--- src/rtl/dp_timing_pkg.sv ---
// Shared types and constants for the DP video timing / test-pattern generator.
package dp_timing_pkg;

    localparam int unsigned     CntW      = 16;
    localparam int unsigned     CwDefault = 8;
    localparam logic [CntW-1:0] MinTotal  = 16'd2;

    // Bar index bits map directly onto {R,G,B} on/off.
    localparam logic [2:0] BarColours [8] = '{
        3'b000, 3'b001, 3'b010, 3'b011, 3'b100, 3'b101, 3'b110, 3'b111
    };

    typedef struct packed {
        logic [CntW-1:0] h_start;
        logic [CntW-1:0] h_end;
        logic [CntW-1:0] v_start;
        logic [CntW-1:0] v_end;
    } win_t;

    typedef struct packed {
        logic [CntW-1:0] width;
        logic [CntW-1:0] height;
        logic [CntW-1:0] aws;
        logic [CntW-1:0] ahs;
        logic [CntW-1:0] bw;
        logic            internal;
        win_t            hs;
        win_t            vs;
    } timing_cfg_t;

    function automatic logic [CntW-1:0] clamp_total(input logic [CntW-1:0] v);
        return (v < MinTotal) ? MinTotal : v;
    endfunction

    function automatic logic [CntW-1:0] bar_width(input logic [CntW-1:0] total,
                                                  input logic [CntW-1:0] start);
        logic [CntW-1:0] bw;
        bw = (start < total) ? ((total - start) >> 3) : '0;
        return (bw == '0) ? 16'd1 : bw;
    endfunction

endpackage

--- src/rtl/dp_win_cmp.sv ---
// Half-open rectangular window decode over the h/v counters; START >= END never matches.
module dp_win_cmp
    import dp_timing_pkg::*;
(
    input  logic [CntW-1:0] h_start_i,
    input  logic [CntW-1:0] h_end_i,
    input  logic [CntW-1:0] v_start_i,
    input  logic [CntW-1:0] v_end_i,
    input  logic [CntW-1:0] hcnt_i,
    input  logic [CntW-1:0] vcnt_i,
    output logic            active_o
);

    always_comb begin
        active_o = (hcnt_i >= h_start_i) && (hcnt_i < h_end_i) &&
                   (vcnt_i >= v_start_i) && (vcnt_i < v_end_i);
    end

endmodule

--- src/rtl/dp_timing_gen.sv ---
// DP video timing and test-pattern generator; config is shadowed and swapped only at
// the frame boundary so register writes never tear a frame.
module dp_timing_gen
    import dp_timing_pkg::*;
#(
    parameter logic        HSYNC_POL = 1'b1,
    parameter logic        VSYNC_POL = 1'b1,
    parameter int unsigned CW        = CwDefault
) (
    input  logic            CLK,
    input  logic            RST_N,
    input  logic            SOFT_RESET,
    input  logic [15:0]     HEIGHT,
    input  logic [15:0]     WIDTH,
    input  logic [15:0]     ACTIVE_HEIGHT_START,
    input  logic [15:0]     ACTIVE_WIDTH_START,
    input  logic [15:0]     VSYNC_VCOUNT_START,
    input  logic [15:0]     VSYNC_VCOUNT_END,
    input  logic [15:0]     VSYNC_HCOUNT_START,
    input  logic [15:0]     VSYNC_HCOUNT_END,
    input  logic [15:0]     HSYNC_VCOUNT_START,
    input  logic [15:0]     HSYNC_VCOUNT_END,
    input  logic [15:0]     HSYNC_HCOUNT_START,
    input  logic [15:0]     HSYNC_HCOUNT_END,
    input  logic [15:0]     R,
    input  logic [15:0]     G,
    input  logic [15:0]     B,
    input  logic            INTERNAL,
    output logic            HSYNC,
    output logic            VSYNC,
    output logic            DE,
    output logic [3*CW-1:0] PIXEL,
    output logic            SOF
);

    timing_cfg_t     cfg_q, cfg_d;
    logic [3*CW-1:0] solid_q, solid_d;
    logic [CntW-1:0] hcnt_q, hcnt_d, vcnt_q, vcnt_d;
    logic [CntW-1:0] bar_cnt_q, bar_cnt_d, bar_cnt_cur;
    logic [2:0]      bar_idx_q, bar_idx_d, bar_idx_cur, bar_rgb;
    logic            hsync_q, hsync_d, vsync_q, vsync_d, de_q, de_d, sof_q, sof_d;
    logic [3*CW-1:0] pixel_q, pixel_d;
    logic            rst, last_pix, last_line, load;
    logic            hs_act, vs_act, de_c, line_first;

    always_comb begin
        rst       = ~RST_N | SOFT_RESET;
        last_pix  = (hcnt_q == cfg_q.width - 16'd1);
        last_line = (vcnt_q == cfg_q.height - 16'd1);
        load      = rst | (last_pix & last_line);
    end

    always_comb begin
        cfg_d   = cfg_q;
        solid_d = solid_q;
        if (load) begin
            cfg_d.width     = clamp_total(WIDTH);
            cfg_d.height    = clamp_total(HEIGHT);
            cfg_d.aws       = ACTIVE_WIDTH_START;
            cfg_d.ahs       = ACTIVE_HEIGHT_START;
            cfg_d.bw        = bar_width(clamp_total(WIDTH), ACTIVE_WIDTH_START);
            cfg_d.internal  = INTERNAL;
            cfg_d.hs        = '{HSYNC_HCOUNT_START, HSYNC_HCOUNT_END,
                                HSYNC_VCOUNT_START, HSYNC_VCOUNT_END};
            cfg_d.vs        = '{VSYNC_HCOUNT_START, VSYNC_HCOUNT_END,
                                VSYNC_VCOUNT_START, VSYNC_VCOUNT_END};
            solid_d         = {R[CW-1:0], G[CW-1:0], B[CW-1:0]};
        end
    end

    dp_win_cmp u_hs_win (
        .h_start_i (cfg_q.hs.h_start),
        .h_end_i   (cfg_q.hs.h_end),
        .v_start_i (cfg_q.hs.v_start),
        .v_end_i   (cfg_q.hs.v_end),
        .hcnt_i    (hcnt_q),
        .vcnt_i    (vcnt_q),
        .active_o  (hs_act)
    );

    dp_win_cmp u_vs_win (
        .h_start_i (cfg_q.vs.h_start),
        .h_end_i   (cfg_q.vs.h_end),
        .v_start_i (cfg_q.vs.v_start),
        .v_end_i   (cfg_q.vs.v_end),
        .hcnt_i    (hcnt_q),
        .vcnt_i    (vcnt_q),
        .active_o  (vs_act)
    );

    always_comb begin
        hcnt_d = last_pix ? '0 : hcnt_q + 16'd1;
        vcnt_d = vcnt_q;
        if (last_pix) begin
            vcnt_d = last_line ? '0 : vcnt_q + 16'd1;
        end

        de_c       = (hcnt_q >= cfg_q.aws) && (vcnt_q >= cfg_q.ahs);
        line_first = (hcnt_q == cfg_q.aws) && (vcnt_q >= cfg_q.ahs);

        // The first active pixel of a line sees a fresh bar state, not last line's leftovers.
        bar_cnt_cur = line_first ? '0 : bar_cnt_q;
        bar_idx_cur = line_first ? '0 : bar_idx_q;
        bar_cnt_d   = bar_cnt_q;
        bar_idx_d   = bar_idx_q;
        if (de_c) begin
            if (bar_cnt_cur == cfg_q.bw - 16'd1) begin
                bar_cnt_d = '0;
                bar_idx_d = (bar_idx_cur == 3'd7) ? 3'd7 : bar_idx_cur + 3'd1;
            end else begin
                bar_cnt_d = bar_cnt_cur + 16'd1;
                bar_idx_d = bar_idx_cur;
            end
        end
        bar_rgb = BarColours[bar_idx_cur];

        hsync_d = hs_act ? HSYNC_POL : ~HSYNC_POL;
        vsync_d = vs_act ? VSYNC_POL : ~VSYNC_POL;
        de_d    = de_c;
        sof_d   = (hcnt_q == cfg_q.aws) && (vcnt_q == cfg_q.ahs);
        pixel_d = '0;
        if (de_c) begin
            pixel_d = cfg_q.internal ? solid_q
                                     : {{CW{bar_rgb[2]}}, {CW{bar_rgb[1]}}, {CW{bar_rgb[0]}}};
        end
    end

    always_ff @(posedge CLK) begin
        cfg_q   <= cfg_d;
        solid_q <= solid_d;
        if (rst) begin
            hcnt_q    <= '0;
            vcnt_q    <= '0;
            bar_cnt_q <= '0;
            bar_idx_q <= '0;
            hsync_q   <= ~HSYNC_POL;
            vsync_q   <= ~VSYNC_POL;
            de_q      <= 1'b0;
            sof_q     <= 1'b0;
            pixel_q   <= '0;
        end else begin
            hcnt_q    <= hcnt_d;
            vcnt_q    <= vcnt_d;
            bar_cnt_q <= bar_cnt_d;
            bar_idx_q <= bar_idx_d;
            hsync_q   <= hsync_d;
            vsync_q   <= vsync_d;
            de_q      <= de_d;
            sof_q     <= sof_d;
            pixel_q   <= pixel_d;
        end
    end

    if (CW < CntW) begin : g_unused_hi
        logic unused_colour_hi;
        assign unused_colour_hi = ^{R[CntW-1:CW], G[CntW-1:CW], B[CntW-1:CW]};
    end

    assign HSYNC = hsync_q;
    assign VSYNC = vsync_q;
    assign DE    = de_q;
    assign PIXEL = pixel_q;
    assign SOF   = sof_q;

endmodule
--- config.mk ---
export PLATFORM = sky130hd
export DESIGN_NAME = dp_timing_gen
export DESIGN_NICKNAME = d
export VERILOG_FILES = /design/src/rtl/dp_timing_pkg.sv /design/src/rtl/dp_win_cmp.sv /design/src/rtl/dp_timing_gen.sv
export SDC_FILE = /design/constraint.sdc
export NUM_CORES = 1
export LEC_CHECK = 0
export BUFFER_PORTS_ARGS = -buffer_cell sky130_fd_sc_hd__buf_2
export CAP_MARGIN = 25
export CORE_ASPECT_RATIO = 1.5
export CORE_MARGIN = 3
export CORE_UTILIZATION = 50
export DETAILED_ROUTE_END_ITERATION = 10
export PLACE_DENSITY = 0.79
export SYNTH_ARGS = -nofsm -noshare
export SYNTH_HDL_FRONTEND = slang
export SYNTH_SLANG_ARGS = --single-unit
export TNS_END_PERCENT = 20
--- constraint.sdc ---
create_clock -name CLK -period 4.49 [get_ports CLK]
set_input_delay 0 -clock CLK [delete_from_list [all_inputs] [get_ports CLK]]
set_output_delay 0 -clock CLK [all_outputs]
set_load 0.02 [all_outputs]
After elaboration in Yosys (flattened, before gate mapping)
Memories as Yosys holds them, arrays and structs flattened.
Index checks and enable logic that the tools add are counted.
{ "classes": {"bitwise": 6, "eq_ne": 6, "magnitude_cmp": 14, "add_sub_neg": 8, "muxes": 13, "n_reduce_logical": 12} }
{ "op_table": {"columns": ["operator", "n"], "rows": [
  ["greater-or-equal comparator 16 bit", 6],
  ["== test 16 bit", 5],
  ["< comparator 16 bit", 5],
  ["two-way mux 16 bit", 4],
  ["adder 16 x 1 -> 16 bit (second input constant)", 3],
  ["subtractor 16 x 1 -> 16 bit (second input constant)", 3],
  ["< comparator 16 x 2 -> 1 bit (second input constant)", 2],
  ["two-way mux 24 bit", 1],
  ["logical NOT 16 bit", 1],
  ["subtractor 16 bit", 1],
  ["two-way mux 3 bit", 5],
  ["two-way mux 13 bit", 1],
  ["logical AND 1 bit", 9],
  ["greater-or-equal comparator 4 bit (second input constant)", 1],
  ["inverter 3 -> 4 bit", 1],
  ["OR reduction 2 bit", 2],
  ["adder 3 x 1 -> 3 bit (second input constant)", 1],
  ["== test 3 bit (second input constant)", 1],
  ["two-way mux 1 bit", 2],
  ["inverter 1 bit", 2],
  ["OR 1 bit", 2],
  ["bitwise AND 1 bit", 1]
]} }
{ "totals": {"register_bits": 312, "mem_count": 1, "wordCells": 84, "romBits": 24} }
{ "mem_list": {"columns": ["memory", "depth", "width", "rd", "rd_clocked_by_memory_dff", "wr", "line_no", "source"], "rows": [
  ["(name not given)", 8, 3, 1, 0, 0, "dp_timing_gen.sv:115", "bar_rgb = BarColours[bar_idx_cur];"]
]} }

Longest topological paths before layout
{ "logic_depth": {"ltp_word": 8, "ltp_mapped": 18, "ltp_nobuf": 16} }

By module
From an unflattened synthesis, not the netlist that was laid out.
{ "hier_totals": {"hier_cells": 1591, "hier_area_um2": 16996.3} }
{ "modules_own_cells": {"columns": ["module", "n_inst", "cells_per_inst", "area_each_um2", "seq_area_each_um2"], "rows": [
  ["dp_timing_gen", 1, 1173, 13835.8, 8488.1],
  ["dp_win_cmp", 2, 209, 1580.3, 0.0]
]} }

Worst setup path before layout
OpenSTA, ideal clock, no wires.
{ "synth_path": {"kind": "reg2reg", "start": "reg cfg_q[177] (netlist name)", "end": "reg cfg_q[0] (netlist name) (enable)", "period_less_slack_ps": 4653, "t_required_ps": 4058, "stages_incl_launch_ff": 12, "slack_ps": -163, "t_arrival_ps": 4221, "path_buffers": 1, "path_cell_list": "edfxtp_1 > inv_1 > ha_1 > nor4b_1 > o41a_1 > o22ai_1 > a2111oi_0 > nand4b_1 > a2111oi_1 > nand2b_1 > nand2_1 > buf_4"} }
{ "synth_between": {"elab_chain_cells": 4} }
{ "synth_lines": {"columns": ["element", "line_no", "source"], "rows": [
  ["start, declared", "dp_timing_gen.sv:36", "timing_cfg_t cfg_q, cfg_d;"],
  ["start signal, assigned", "dp_timing_gen.sv:129", "cfg_q <= cfg_d;"],
  ["subtractor 16 x 1 -> 16 bit", "dp_timing_gen.sv:49", "last_line = (vcnt_q == cfg_q.height - 16'd1);"],
  ["== test 16 bit", "dp_timing_gen.sv:49", null],
  ["bitwise AND 1 bit", "dp_timing_gen.sv:50", "load = rst | (last_pix & last_line);"],
  ["OR 1 bit", "dp_timing_gen.sv:50", null],
  ["net load", "dp_timing_gen.sv:43", "logic rst, last_pix, last_line, load;"]
]} }
The timed path passes the listed nets, and every way through them passes these cells.
A chain may end at the register's enable or synchronous reset.

Worst setup path in the final report
{ "layout_path": {"start": "reg cfg_q[182] (netlist name)", "end": "reg cfg_q[17] (netlist name) (enable)"} }
{ "layout_between": {"elab_chain_cells": 4} }
{ "layout_lines": {"columns": ["element", "line_no"], "rows": [
  ["subtractor 16 x 1 -> 16 bit", "dp_timing_gen.sv:49"],
  ["== test 16 bit", "dp_timing_gen.sv:49"],
  ["bitwise AND 1 bit", "dp_timing_gen.sv:50"],
  ["OR 1 bit", "dp_timing_gen.sv:50"]
]} }
Every way passes these cells.

==> flow_summary.yaml <==
clock_tree:
  cts_buffer_depth: 3
  clk_pin_slew_ns: 0.08
  cts_tree: "yes"
  clk_latency_ns: 0.60
  cts_resized: 0
  clock-sinks: 309
  htreeDepth: 1
  cts_root_buffer: "clkbuf_16"
  numCtsBuffers: 30
  postCtsSetupRepairBufs: 0
detailed_routing:
  routed_wl_um: 50100
  antenna_left: 0
  wl_per_cell_um: 20.0
  vias_per_cell: 5.68
  drtIter0Drc: 1012
  first_pass_iters: 6
  drc: 0
  vias: 14196
worst_setup_path:
  path_cells: "or4_1 -> nor4_2 -> nand2_1 -> a2111oi_0 -> nand4b_1 -> a2111oi_1 -> nand2b_1 -> nand2_4 -> buf_4"
  cpMaxStageDelayCell: "or4_1"
  worst_setup_path_start_kind: "flop"
  worstSetupEndpointType: "flop"
  critPathKind: "flop to flop"
  arrival_ns: 4.15
  cp.required_ns: 4.71
  rrSetupSlack_ns: 0.55
  max_stage_delay_ns: 0.63
  worst-path-max-fanout: 33
synthesis:
  synthArstFlopShare: 0
  ys_ff_latch: 309
  ys_types: 86
  mappedNetlistArea_mm2: 0.0170
  ys_seq_area_frac: 0.500
  syn_area_per_cell_um2: 10.8
  synthCells: 1570
  synthesis.nets: 1993
  synth_flop_cell: "edfxtp_1"
  synth_edf_count: 230
  yosys_warnings: 0
floorplan:
  die_w_um: 156
  io_pins: 272
  std_cell_rows: 82
  die_area_mm2: 0.0362
  initial_core_util: 0.507
  fp.dieH_um: 232
  core_mm2: 0.0334
global_route:
  gr-total-overflow: 0
  grt_pass1_wl_um: 77000
  grt_max_degree: 73
  grtUsageTotal: 0.271
  antenna_found_initial: 5
  grt_pass1_vias: 15013
timing:
  setup_viol: 0
  period_minus_slack_ns: 3.94
  period_share: 0.877
  slew_headroom: 0.444
  fin_skew_ns: 0.0378
  hold_violations: 0
  finalSetupTns_ns: 0
  worstMarginPinSlew_ns: 0.835
  timing.fmax_ghz: 0.254
  rsz0062_at_grt: "no"
  whs_ns: 0.104
  drv_slew: 0
placed_design:
  port_buffers: 247
  routabilityCongestion: 0.954
  dp_hpwl_um: 32300
  place_area_mm2: 0.0189
pwr:
  p_leak_nw: 10.2
  powerDensity_mw_per_mm2: 316
  pwr-share-seq: 0.476
  internal-power_mw: 5.31
  clockPowerShare: 0.401
  p_sw_frac: 0.243
  p_sw_mw: 1.71
  combPwrFrac: 0.122
  ir_worst_vdd_v: 0.000303
job:
  maxCapViolCount: 0
cells_and_area:
  layout-drive-gt1-share: 0.183
  stdcell_area_mm2: 0.0222
  layout_commonest_cell: "buf_2"
  syn_to_final_growth_pct: 30.8
  final_cell_mix: "buf_2 (247), edfxtp_1 (230), dlygate4sd3_1 (222)"
  final_nets: 2476
worst_hold_path:
  min_path_type: "primary input to flop"
run_status:
  status: "finished, final reports clean"
final timing paths:
path                             start                   endpoint  depth (start not counted)
max           cfg_q[182]$_SDFFCE_PN0P_        cfg_q[17]$_DFFE_PP_                          9
min                VSYNC_VCOUNT_END[8]         cfg_q[8]$_DFFE_PP_                          2
max reg2reg   cfg_q[182]$_SDFFCE_PN0P_        cfg_q[17]$_DFFE_PP_                          9
min reg2reg  bar_idx_q[1]$_SDFFE_PP0P_  bar_idx_q[1]$_SDFFE_PP0P_                          2
cell usage after synthesis, drive strengths merged, types with 3 or more instances:
master / n / area [um2]
mux2: 3 / 33.8
nor4: 21 / 195
and4: 5 / 43.8
o211a: 3 / 30.0
o311ai: 3 / 26.3
nand2b: 18 / 120
xor2: 42 / 368
edfxtp: 230 / 6910
nand3: 53 / 270
nor2b: 18 / 113
a211o: 3 / 26.3
and2: 14 / 87.6
a221oi: 3 / 26.3
nand4: 34 / 213
or2: 12 / 77.6
o2111ai: 6 / 52.6
inv: 196 / 736
buf: 9 / 67.6
nor2: 84 / 315
nor3b: 8 / 60.1
o31ai: 7 / 66.3
nand4b: 3 / 26.3
nor3: 35 / 175
ha: 179 / 2240
nor4b: 6 / 52.6
a21oi: 92 / 460
o21a: 3 / 22.5
and3: 26 / 168
dfxtp: 79 / 1580
or3: 14 / 92.6
clkbuf: 53 / 200
a2111oi: 6 / 72.6
mux2i: 16 / 160
a21o: 49 / 368
xnor2: 47 / 419
o21ai: 43 / 219
nand2: 80 / 300
o211ai: 5 / 37.5
o41ai: 4 / 42.6
and4b: 4 / 40.0
a211oi: 7 / 52.6
or4: 12 / 93.8
a31oi: 6 / 37.5
layer usage:
layer / global-route usage / wire [um]
met5: 0 / 13
met4: 0.188 / 3920
met3: 0.0361 / 2680
met2: 0.501 / 26300
met1: 0.278 / 17200
state kept, by name, indices dropped and copies added, names as in the netlist:
name	count
hcnt_q	16
PIXEL	24
bar_cnt_q	16
cfg_q	206
DE	1
vcnt_q	16
bar_idx_q	3
HSYNC	1
VSYNC	1
solid_q	24
SOF	1
area by class of cell:
class	instances	area, um2
clock inverter	16	236
clock buffer	40	858
antenna	4	10.0
timing repair buffer	513	3850
inverter	196	736
multi-input combinational	1003	7480
sequential	309	8490
fill	2327	11300
tap	420	526
timing repair:
action                     CTS  global route
setup endpoints to repair    0             0
hold buffers               222             0
hold endpoints to repair   225             0
per-stage QoR:
| stage | total power [mW] | util | instances | worst slack, ns |
|---|---|---|---|---|
| after floorplan | 3.81 | - | 1570 | 0.288 |
| after global placement | 4.03 | 0.564 | 2219 | 0.597 |
| after detailed placement | 4.06 | 0.564 | 2219 | 0.599 |
| after CTS | 6.96 | 0.663 | 2497 | 0.560 |
| after global routing | 7.23 | 0.663 | 2501 | 0.267 |
| final | 7.01 | 0.663 | 2501 | 0.551 |
cell families after synthesis:
kind of cell / Yosys count / synth area share
xor+xnor: 89 / 0.0464
buf+inv: 258 / 0.0592
flops: 309 / 0.500
simple gates: 450 / 0.146
mux: 19 / 0.0114
fa+ha+maj: 179 / 0.132
compound gates: 266 / 0.105
critical path, delay by kind of cell (launching register included):
family,cells,cell delay (ns)
simple gates,6,1.68
compound gates,2,0.94
flops,1,0.49
buf+inv,1,0.43
power by group through the flow:
| stage | Sequential, mW | Combinational, mW | Clock (mW) |
|---|---|---|---|
| floorplan | 3.36 | 0.453 | 0 |
| global placement | 3.39 | 0.643 | 0 |
| detailed placement | 3.40 | 0.666 | 0 |
| CTS | 3.34 | 0.825 | 2.80 |
| global route | 3.36 | 0.935 | 2.94 |
| finish | 3.34 | 0.858 | 2.82 |
Note: power is estimated with default switching activity, not from simulation.
